$ cat src/rtl/seq_match_display.sv
// Display stage for the 010110 sequence detector: 3-digit BCD match counter and a
// four-digit multiplexed 7-segment driver. Define SEQ_DISP_LZB_EN for leading-zero blanking.
module seq_match_display #(
  parameter int unsigned REFRESH_DIV = 100000,
  parameter int unsigned DIV_W       = 17
) (
  input  logic       clk,
  input  logic       reset,
  input  logic       step_valid,
  input  logic       z,
  input  logic [2:0] state,
  input  logic       clear,
  output logic [6:0] seg,
  output logic [3:0] anode,
  output logic       ovf
);

  localparam int unsigned DIGIT_W = 4;
  localparam int unsigned SEG_W   = 7;
  localparam int unsigned AN_W    = 4;
  localparam int unsigned SEL_W   = 2;
  localparam logic [SEG_W-1:0]   SEG_BLANK = 7'b1111111;
  localparam logic [AN_W-1:0]    AN_OFF    = 4'b1111;
  localparam logic [DIGIT_W-1:0] BCD_MAX   = 4'd9;

  logic [DIGIT_W-1:0] bcd_o, bcd_t, bcd_h;
  logic [DIGIT_W-1:0] bcd_o_next, bcd_t_next, bcd_h_next;
  logic               ovf_next;
  logic [DIV_W-1:0]   div_cnt;
  logic               div_wrap;
  logic [SEL_W-1:0]   digit_sel;
  logic [AN_W-1:0]    an_next;
  logic [DIGIT_W-1:0] dig_val;
  logic               dig_blank;
  logic               blank_h, blank_t;

  function automatic logic [SEG_W-1:0] decode(input logic [DIGIT_W-1:0] d);
    case (d)
      4'd0:    decode = 7'b0000001;
      4'd1:    decode = 7'b1001111;
      4'd2:    decode = 7'b0010010;
      4'd3:    decode = 7'b0000110;
      4'd4:    decode = 7'b1001100;
      4'd5:    decode = 7'b0100100;
      4'd6:    decode = 7'b0100000;
      4'd7:    decode = 7'b0001111;
      4'd8:    decode = 7'b0000000;
      4'd9:    decode = 7'b0000100;
      default: decode = SEG_BLANK;
    endcase
  endfunction

  // Decimal ripple increment; clear wins over a same-cycle increment.
  always_comb begin
    bcd_o_next = bcd_o;
    bcd_t_next = bcd_t;
    bcd_h_next = bcd_h;
    ovf_next   = ovf;
    if (clear) begin
      bcd_o_next = '0;
      bcd_t_next = '0;
      bcd_h_next = '0;
      ovf_next   = 1'b0;
    end else if (step_valid && z) begin
      if (bcd_o != BCD_MAX) begin
        bcd_o_next = bcd_o + 4'd1;
      end else begin
        bcd_o_next = '0;
        if (bcd_t != BCD_MAX) begin
          bcd_t_next = bcd_t + 4'd1;
        end else begin
          bcd_t_next = '0;
          if (bcd_h != BCD_MAX) begin
            bcd_h_next = bcd_h + 4'd1;
          end else begin
            bcd_h_next = '0;
            ovf_next   = 1'b1;
          end
        end
      end
    end
  end

  always_ff @(posedge clk or negedge reset) begin
    if (!reset) begin
      bcd_o <= '0;
      bcd_t <= '0;
      bcd_h <= '0;
      ovf   <= 1'b0;
    end else begin
      bcd_o <= bcd_o_next;
      bcd_t <= bcd_t_next;
      bcd_h <= bcd_h_next;
      ovf   <= ovf_next;
    end
  end

  assign div_wrap = (div_cnt == DIV_W'(REFRESH_DIV - 1));

  // Refresh divider; digit_sel advances once per full dwell period.
  always_ff @(posedge clk or negedge reset) begin
    if (!reset) begin
      div_cnt   <= '0;
      digit_sel <= '0;
    end else if (div_wrap) begin
      div_cnt   <= '0;
      digit_sel <= digit_sel + 2'd1;
    end else begin
      div_cnt   <= div_cnt + DIV_W'(1);
    end
  end

`ifdef SEQ_DISP_LZB_EN
  assign blank_h = (bcd_h == '0);
  assign blank_t = blank_h && (bcd_t == '0);
`else
  assign blank_h = 1'b0;
  assign blank_t = 1'b0;
`endif

  always_comb begin
    an_next   = AN_OFF;
    dig_val   = '0;
    dig_blank = 1'b0;
    case (digit_sel)
      2'd0: begin
        an_next = 4'b1110;
        dig_val = {1'b0, state};
      end
      2'd1: begin
        an_next = 4'b1101;
        dig_val = bcd_o;
      end
      2'd2: begin
        an_next   = 4'b1011;
        dig_val   = bcd_t;
        dig_blank = blank_t;
      end
      default: begin
        an_next   = 4'b0111;
        dig_val   = bcd_h;
        dig_blank = blank_h;
      end
    endcase
  end

  // Anode and segments switch together, so no two digits are ever lit at once.
  always_ff @(posedge clk or negedge reset) begin
    if (!reset) begin
      anode <= AN_OFF;
      seg   <= SEG_BLANK;
    end else begin
      anode <= an_next;
      seg   <= dig_blank ? SEG_BLANK : decode(dig_val);
    end
  end

endmodule

$ cat config.mk
export PLATFORM = sky130hd
export DESIGN_NAME = seq_match_display
export DESIGN_NICKNAME = d
export VERILOG_FILES = /design/src/rtl/seq_match_display.sv
export SDC_FILE = /design/constraint.sdc
export NUM_CORES = 1
export LEC_CHECK = 0
export CAP_MARGIN = 30
export CORE_AREA = 2 2 68 70
export CTS_BUF_LIST = sky130_fd_sc_hd__clkbuf_2 sky130_fd_sc_hd__clkbuf_4 sky130_fd_sc_hd__clkbuf_8
export DETAILED_ROUTE_END_ITERATION = 10
export DIE_AREA = 0 0 70 72
export GPL_ROUTABILITY_DRIVEN = 0
export MAX_ROUTING_LAYER = met4
export PLACE_DENSITY = 0.77
export SLEW_MARGIN = 20
export SYNTH_ARGS = -nofsm -noshare
export SYNTH_HDL_FRONTEND = slang
export SYNTH_SLANG_ARGS = --single-unit
$ cat constraint.sdc
create_clock -name clk -period 1.92 [get_ports clk]
set_clock_uncertainty 0.1 [all_clocks]
set_input_delay 0.192 -clock clk [delete_from_list [all_inputs] [get_ports clk]]
set_output_delay 0.192 -clock clk [all_outputs]
set_load 0.03 [all_outputs]
After elaboration in Yosys (flattened, before gate mapping)
Memory sizes are Yosys's and may differ from the RTL's. A register that Yosys moved wholly into a read port is not among the register bits.
Cells that the tools add are included.
Widths: inputs -> output; s select.
{"block": "word_totals", "register_bits": 36, "mem_bits_ro": 112, "out_inout_bits": 12, "wordCells": 49, "memories": 1}
{"block": "op_classes", "n_addsub": 5, "eq_ne": 9, "n_mux": 20, "reduce_logical": 7}
{"name": "(name not given)", "depth": 16, "word_bits": 7, "rd": 1, "rd_clocked_by_memory_dff": 1, "write_ports": 0, "line": "38", "rtl": "case (d)"}
{"cell": "$mux 4", "n": 12}
{"cell": "$pmux 4 s3", "n": 2}
{"cell": "$add 17x1->17 const B", "n": 1}
{"cell": "$eq 17x17->1 const B", "n": 1}
{"cell": "$mux 17", "n": 1}
{"cell": "$add 4x1->4 const B", "n": 3}
{"cell": "$ne 4x4->1 const B", "n": 3}
{"cell": "$ne 2x2->1 const B", "n": 3}
{"cell": "$mux 1", "n": 5}
{"cell": "$reduce_and 4->1", "n": 1}
{"cell": "$reduce_and 3->1", "n": 1}
{"cell": "$add 2x1->2 const B", "n": 1}
{"cell": "$eq 2x1->1 const B", "n": 1}
{"cell": "$eq 2x2->1 const B", "n": 1}
{"cell": "$logic_not 2->1", "n": 1}
{"cell": "$reduce_and 2->1", "n": 1}
{"cell": "$reduce_bool 2->1", "n": 1}
{"cell": "$logic_and 1x1->1", "n": 1}
{"cell": "$logic_not 1->1", "n": 1}

Depth between registers and ports, before layout
Gate-level depths: netlist (run 1).
{"block": "logic_depth", "depth_word": 6, "mapped_depth": 9, "mapped_depth_nobuf": 9}

Least setup slack after synthesis (run 1)
No wires, ideal clock.
{"block": "synth_timing", "path_type": "register to register", "startpoint": "reg digit_sel[0]", "endpoint": "reg seg[2]", "setup_time_ns": 0.083, "arrival_time_ns": 1.813, "setup_slack_ns": -0.076, "stages_incl_launch_ff": 9, "path_buffers": 0, "synth_period_minus_slack_ns": 1.996, "path_cell_list": "dfrtp_1 > inv_1 > ha_1 > a222oi_1 > mux2i_1 > inv_1 > ha_1 > inv_1 > o32a_1"}
{"block": "synth_via", "elab_chain_len": 2}
{"item": "start: declaration", "line": "31", "rtl": "logic [SEL_W-1:0] digit_sel;"}
{"item": "start signal: assignment", "line": "107", "rtl": "digit_sel <= digit_sel + 2'd1;"}
{"item": "$eq 2x2->1, or another cell as far along", "line": "125", "rtl": "case (digit_sel)"}
{"item": "$pmux 4 s3 (*)", "line": "125"}
{"item": "end: declaration", "line": "13", "rtl": "output logic [6:0] seg,"}
Every way passes the cells marked *; elsewhere a longest branch is shown, timed or not.
A chain may end at the register's enable or synchronous reset.

Final worst setup path (run 1)
{"block": "layout_timing", "startpoint": "reg digit_sel[0]", "endpoint": "reg seg[3]"}
The elaborated chain is that of the path after synthesis.

==> results of run 1 <==
-- registers in the layout, indices dropped and copies added, names as in the netlist --
name and cells:
div_cnt 17, seg 7, anode 4, bcd_h 4, bcd_o 4, bcd_t 4
digit_sel 2, ovf 1
-- power by group through the flow --
| stage | sequential, mW | clock (mW) | combinational, mW |
|---|---|---|---|
| 3_3_place_gp | 0.994 | 0 | 0.214 |
| 5_1_grt | 0.984 | 0.622 | 0.250 |
| 2_1_floorplan | 1.02 | 0 | 0.0890 |
| 6_report | 0.978 | 0.566 | 0.225 |
| 4_1_cts | 0.978 | 0.583 | 0.225 |
| 3_5_place_dp | 0.995 | 0 | 0.219 |
-- critical path, delay by kind of cell (launching register included) --
kind,cells,cell delay (ns)
adder cells (fa/ha/maj),2,0.52
multiplexers,2,0.40
buffers and inverters,1,0.07
flip-flops,1,0.43
AO/OA/AOI/OAI,2,0.45
-- timing repair --
| action | CTS | global route |
|---|---|---|
| hold endpoints to repair | 17 | 0 |
| pin swaps | 6 | 8 |
| buffers inserted | 3 | 2 |
| hold buffers | 1 | 0 |
| gates resized for setup | 6 | 9 |
| endpoints found under the setup margin | 7 | 10 |
-- final cells by class --
cell class                      count  area, sq um  area share [%]
Clock inverter                      2         12.5           0.441
Sequential cell                    43         1090            38.5
Timing Repair Buffer               44          379            13.4
Multi-Input combinational cell    143         1150            40.6
Inverter                           16         60.1            2.12
Clock buffer                        6         76.3            2.69
Tap cell                           52         65.1            2.29
-- layout by cell type (no fill, tap or decap), drive strengths merged, types with 4 or more instances in the layout --
cell	count
dfstp	11
xnor2	14
o21ai	9
clkbuf	6
a21oi	8
buf	25
nor2	13
nor3	5
xor2	4
nand2	13
nand3	9
inv	16
clkdlybuf4s50	18
ha	16
mux2i	5
dfrtp	32
nand4	6
-- path summary, 6_finish.rpt --
kind	from	to	slack (ns)	cells past startpoint
max	digit_sel[0]	seg[3]	-0.12	7
min	reset	bcd_t[2]	0.25	2
max reg2reg	digit_sel[0]	seg[3]	-0.12	7
min reg2reg	div_cnt[0]	div_cnt[0]	0.40	1
max in group asynchronous	reset	anode[3]	0.86	3
min in group clk	div_cnt[0]	div_cnt[0]	0.40	1
-- cell families (layout without fill, tap and decap cells) --
family                   Yosys count  count (layout)  synth area share, %
AO/OA/AOI/OAI                     35              35                 11.6
XOR/XNOR                          18              18                 7.00
adder cells (fa/ha/maj)           16              16                 8.88
buffers and inverters             20              68                 3.83
flip-flops                        43              43                 48.4
multiplexers                       8               8                 3.89
AND/OR/NAND/NOR                   66              66                 16.4
-- layer usage --
layer / part of all wire, % / vias up / routed length, um
met3: 2.8 / 4 / 123
met5: 0 / - / 0
met1: 45 / 809 / 2010
met4: 0.81 / 0 / 36
li1: - / 822 / -
met2: 51 / 32 / 2270
==> flow_metrics.py, run 1 <==
metrics = {
    "clock_tree": {
        "cts_htree_levels": 2,
        "clock_latency_ns": 0.29,
        "cts_buffers": 5,
        "cts_max_path_buffers": 2,
        "cts.sink_count": 43,
        "cts_tree": "yes",
        "cts-root-buf": "clkbuf_8",
        "cts.clk_slew.worst_paths_ns": 0.08,
    },
    "logic_synthesis": {
        "syn_inst": 206,
        "synth_top_area_share_pct": 35.5,
        "syn_avg_cell_area_sq_um": 10.9,
        "yosysMostFrequentCell": "dfrtp_1",
        "synth_top_area_cell": "dfrtp_1",
        "synth_area_sq_um": 2250,
        "ys_warn_count": 0,
        "ys_async_sr_fraction_pct": 100,
        "synth_cell_type_count": 52,
        "synth-edff-count": 0,
        "ys_ff_latch": 43,
        "ys_dominant_reg_cell": "dfrtp_1",
        "synth_fp_nets": 230,
        "synthTopCellsByCount": "32 x dfrtp_1, 16 x ha_1, 15 x inv_1",
        "ys_seq_area_share_pct": 48.4,
        "ys_top_cells_by_area": "dfrtp_1 36%, dfstp_2 13%, ha_1 8.9%, xnor2_1 5.4%, inv_1 2.5%",
    },
    "pwr": {
        "comb_power_share_pct": 12.7,
        "p_leak_nw": 1.22,
        "clkPwrFrac_pct": 32.0,
        "switchingPower_mw": 0.451,
        "power_density_nw_per_um2": 623,
        "peakVddDrop_v": 0.000424,
        "p_seq_share_pct": 55.3,
        "p_int_mw": 1.32,
        "p_sw_share_pct": 25.5,
        "power_mw": 1.77,
    },
    "min_path": {
        "hp-class": "input port to asynchronous set/reset pin",
    },
    "drt": {
        "postRouteAntennaNets": 0,
        "post_drt_wl_per_cell_um": 14.5,
        "first_pass_iters": 6,
        "drc": 0,
        "wirelength_mm": 4.44,
        "vias": 1667,
        "routed_via_density": 5.45,
        "drt-initial-drc-count": 145,
    },
    "run_status": {
        "status": "finished, violations left",
        "violations": "negative setup slack",
    },
    "sta": {
        "layout_setup_ws_ns": -0.119,
        "clock.fmax_ghz": 0.490,
        "setup_viol": 6,
        "final_hold_viol_count": 0,
        "hold_ws_ns": 0.255,
        "finalCriticalPeriod_ns": 2.04,
        "fin_setup_tns_ns": -0.452,
        "rsz0062_at_grt": "true",
        "maxSlewViolCount": 0,
        "max_slew.worst_pin.slew_ns": 0.455,
        "maxSlewHeadroom_pct": 69.7,
        "period_share_pct": 106,
    },
    "run": {
        "maxCapViolations": 0,
    },
    "global_route": {
        "grt_pass1_wl_mm": 7.58,
        "grt_max_degree": 20,
        "grt_pass1_vias": 1652,
        "grt_usage_pct": 19.8,
        "met3_usage_pct": 4.17,
        "grtUsageMet2_pct": 32.0,
        "top_usage_layer": "met2",
        "grt.met1_usage_pct": 23.8,
        "antenna_found_initial": 0,
        "overflow": 0,
    },
    "placement": {
        "place_ws_ns": -0.192,
        "hpwlAfterDp_mm": 3.27,
        "place_inst": 293,
        "port_buffers": 19,
        "placed_area_sq_um": 2660,
    },
    "setup_path": {
        "crit_required_ns": 2.04,
        "cp_cell_sequence": "inv_2, ha_4, a222oi_1, mux2i_1, ha_1, mux2i_1, a21oi_1",
        "critPathKind": "register to register",
        "critPathMaxStageDelay_ns": 0.43,
        "path_max_fanout": 4,
        "cp-end-kind": "register",
        "cp_common_cell": "mux2i_1",
        "cp-start-kind": "register",
        "crit_arrival_ns": 2.16,
        "cp_slowest_cell": "dfrtp_2",
    },
    "final_layout": {
        "fin_area_sq_um": 2840,
        "layout.cells.non_filler": 306,
        "nets": 277,
        "nFillCells": 321,
        "antennaDiodeCount": 0,
        "drive_gt1_share_pct": 29.5,
        "post-route-util_pct": 66.6,
        "area_growth_pct": 26.0,
    },
    "floorplan": {
        "die_w_um": 70,
        "num_rows": 24,
        "fp.coreArea_sq_um": 4260,
        "die-height_um": 72,
        "pin_count": 20,
        "die_area_sq_um": 5040,
        "start_util_pct": 52.8,
    },
}
Power figures use the tool's default switching activity.
==> run 2, diff against run 1 <==
- CORE_AREA: 2 2 68 70 -> 2 2 70 72
- CTS_BUF_LIST: sky130_fd_sc_hd__clkbuf_2 sky130_fd_sc_hd__clkbuf_4 sky130_fd_sc_hd__clkbuf_8 -> not set
- DIE_AREA: 0 0 70 72 -> 0 0 72 74
- PLACE_DENSITY: 0.77 -> 0.73
==> run 2 against run 1 <==
- the run still ends with negative setup slack left
- combinational power up 2%
- final area up 1.5%
- global-route usage decreased by 2.0 points
==> flow_metrics.py, run 2 (synthesis results as in run 1) <==
metrics = {
    "floorplan": {
        "num_rows": 25,
        "die_area_sq_um": 5330,
        "die-height_um": 74,
        "fp.coreArea_sq_um": 4600,
        "start_util_pct": 49.0,
        "pin_count": 20,
        "die_w_um": 72,
    },
    "final_layout": {
        "multi_input_area_sq_um": 1160,
        "antennaDiodeCount": 0,
        "regArea_sq_um": 1090,
        "final_common_cell": "dfrtp_1",
        "fin_area_sq_um": 2880,
        "largest_register_ffs": 17,
        "most-common-layout-cells": "31 x dfrtp_1, 23 x buf_4, 18 x clkdlybuf4s50_1",
        "largestRegisters": "div_cnt: 17 flops, seg: 7 flops",
        "post-route-util_pct": 62.7,
        "top_register": "div_cnt",
        "nets": 279,
        "drive_gt1_share_pct": 30.5,
        "nFillCells": 372,
        "area_growth_pct": 27.9,
    },
    "drt": {
        "first_pass_iters": 4,
        "routed_via_density": 5.45,
        "drt-initial-drc-count": 151,
        "post_drt_wl_per_cell_um": 13.6,
        "vias": 1688,
        "postRouteAntennaNets": 0,
        "wirelength_mm": 4.22,
        "drc": 0,
    },
    "pwr": {
        "power_mw": 1.78,
        "peakVddDrop_v": 0.000381,
        "power_density_nw_per_um2": 617,
        "p_leak_nw": 1.25,
    },
    "setup_path": {
        "crit_arrival_ns": 2.16,
        "startpoint": "digit_sel[0]",
        "critPathKind": "register to register",
        "path_max_fanout": 4,
        "timing.rr.start": "digit_sel[0]",
        "cp-end-kind": "register",
        "rrSetupSlack_ns": -0.10,
        "cp-start-kind": "register",
        "crit_required_ns": 2.06,
    },
    "global_route": {
        "antenna_found_initial": 0,
        "grt_pass1_vias": 1597,
        "grt_pass1_wl_mm": 7.08,
        "grt_usage_pct": 17.8,
        "grt_max_degree": 23,
        "overflow": 0,
    },
    "sta": {
        "maxSlewHeadroom_pct": 66.8,
        "max_slew.worst_pin.slew_ns": 0.499,
        "layout_setup_ws_ns": -0.104,
        "setup_viol": 7,
        "maxSlewViolCount": 0,
        "finalCriticalPeriod_ns": 2.02,
        "rsz0062_at_grt": "true",
        "period_share_pct": 105,
        "fin_setup_tns_ns": -0.476,
        "clock.fmax_ghz": 0.494,
        "final_hold_viol_count": 0,
    },
    "min_path": {
        "hp-class": "input port to asynchronous set/reset pin",
    },
    "clock_tree": {
        "cts_buffers": 5,
        "cts.clk_slew.worst_paths_ns": 0.08,
        "cts.sink_count": 43,
        "cts_max_path_buffers": 2,
        "cts_htree_levels": 2,
        "clock_latency_ns": 0.30,
        "cts-root-buf": "clkbuf_8",
        "cts_tree": "yes",
    },
    "run_status": {
        "violations": "negative setup slack",
        "status": "finished, violations left",
    },
    "placement": {
        "port_buffers": 19,
        "hpwlAfterDp_mm": 3.04,
        "placed_area_sq_um": 2680,
    },
    "run": {
        "maxCapViolations": 0,
    },
}
## run 2: cell types whose count changed in the layout (fill, tap and decap cells not counted), sizes merged
cell      before  now
buf           25   27
clkbuf         6    5
clkinvlp       1    2
## run 2: routing by layer
layer | wire (um) | track usage [%]
met1 | 1920 | 21.8
met2 | 2070 | 28.2
met3 | 209 | 4.34
met4 | 25 | 7.97
met5 | 0 | -
## run 2: area by class of cell
| class | instances | share of cell area [%] |
|---|---|---|
| sequential | 43 | 37.8 |
| multi-input combinational | 143 | 40.1 |
| clock inverter | 3 | 0.694 |
| clock buffer | 5 | 2.39 |
| inverter | 16 | 2.08 |
| timing repair buffer | 46 | 14.5 |
| tap | 54 | 2.34 |
## run 2: power by group
part | internal [mW] | total (mW) | switching, mW
logic | 0.109 | 0.230 | 0.121
clock network | 0.253 | 0.569 | 0.316
registers | 0.947 | 0.979 | 0.0328
total | 1.31 | 1.78 | 0.470
## run 2: timing repair
| item | CTS | global route |
|---|---|---|
| hold buffers | 1 | 0 |
| hold endpoints to repair | 10 | 0 |
| pin swaps | 5 | 4 |
| resized for setup | 6 | 10 |
| gates cloned | 0 | 0 |
| buffers inserted | 5 | 2 |
| endpoints found under the setup margin | 7 | 8 |
## run 2: final timing paths
| kind | end | cells after the start |
|---|---|---|
| setup / recovery | seg[5] | 7 |
| hold / removal | ovf | 2 |
| setup reg to reg | seg[5] | 7 |
| hold reg to reg | div_cnt[0] | 1 |
| max in group asynchronous | digit_sel[1] | 3 |
| min in group clk | div_cnt[0] | 1 |
## run 2: through the flow
step	hold WS [ns]	std cells	worst slack [ns]
6_report	0.295	310	-0.104
5_1_grt	0.345	310	-0.169
4_1_cts	0.289	308	-0.101
3_5_place_dp	0.0827	294	-0.142
3_3_place_gp	0.0803	294	-0.0300
2_1_floorplan	-0.204	206	-0.0342
## run 2: critical path, cell delays in order (launching register included)
cell,delay (ns)
dfrtp_1,0.43
inv_2,0.09
ha_4,0.17
a222oi_1,0.38
mux2i_2,0.16
ha_1,0.34
o21a_1,0.18
a21oi_1,0.11
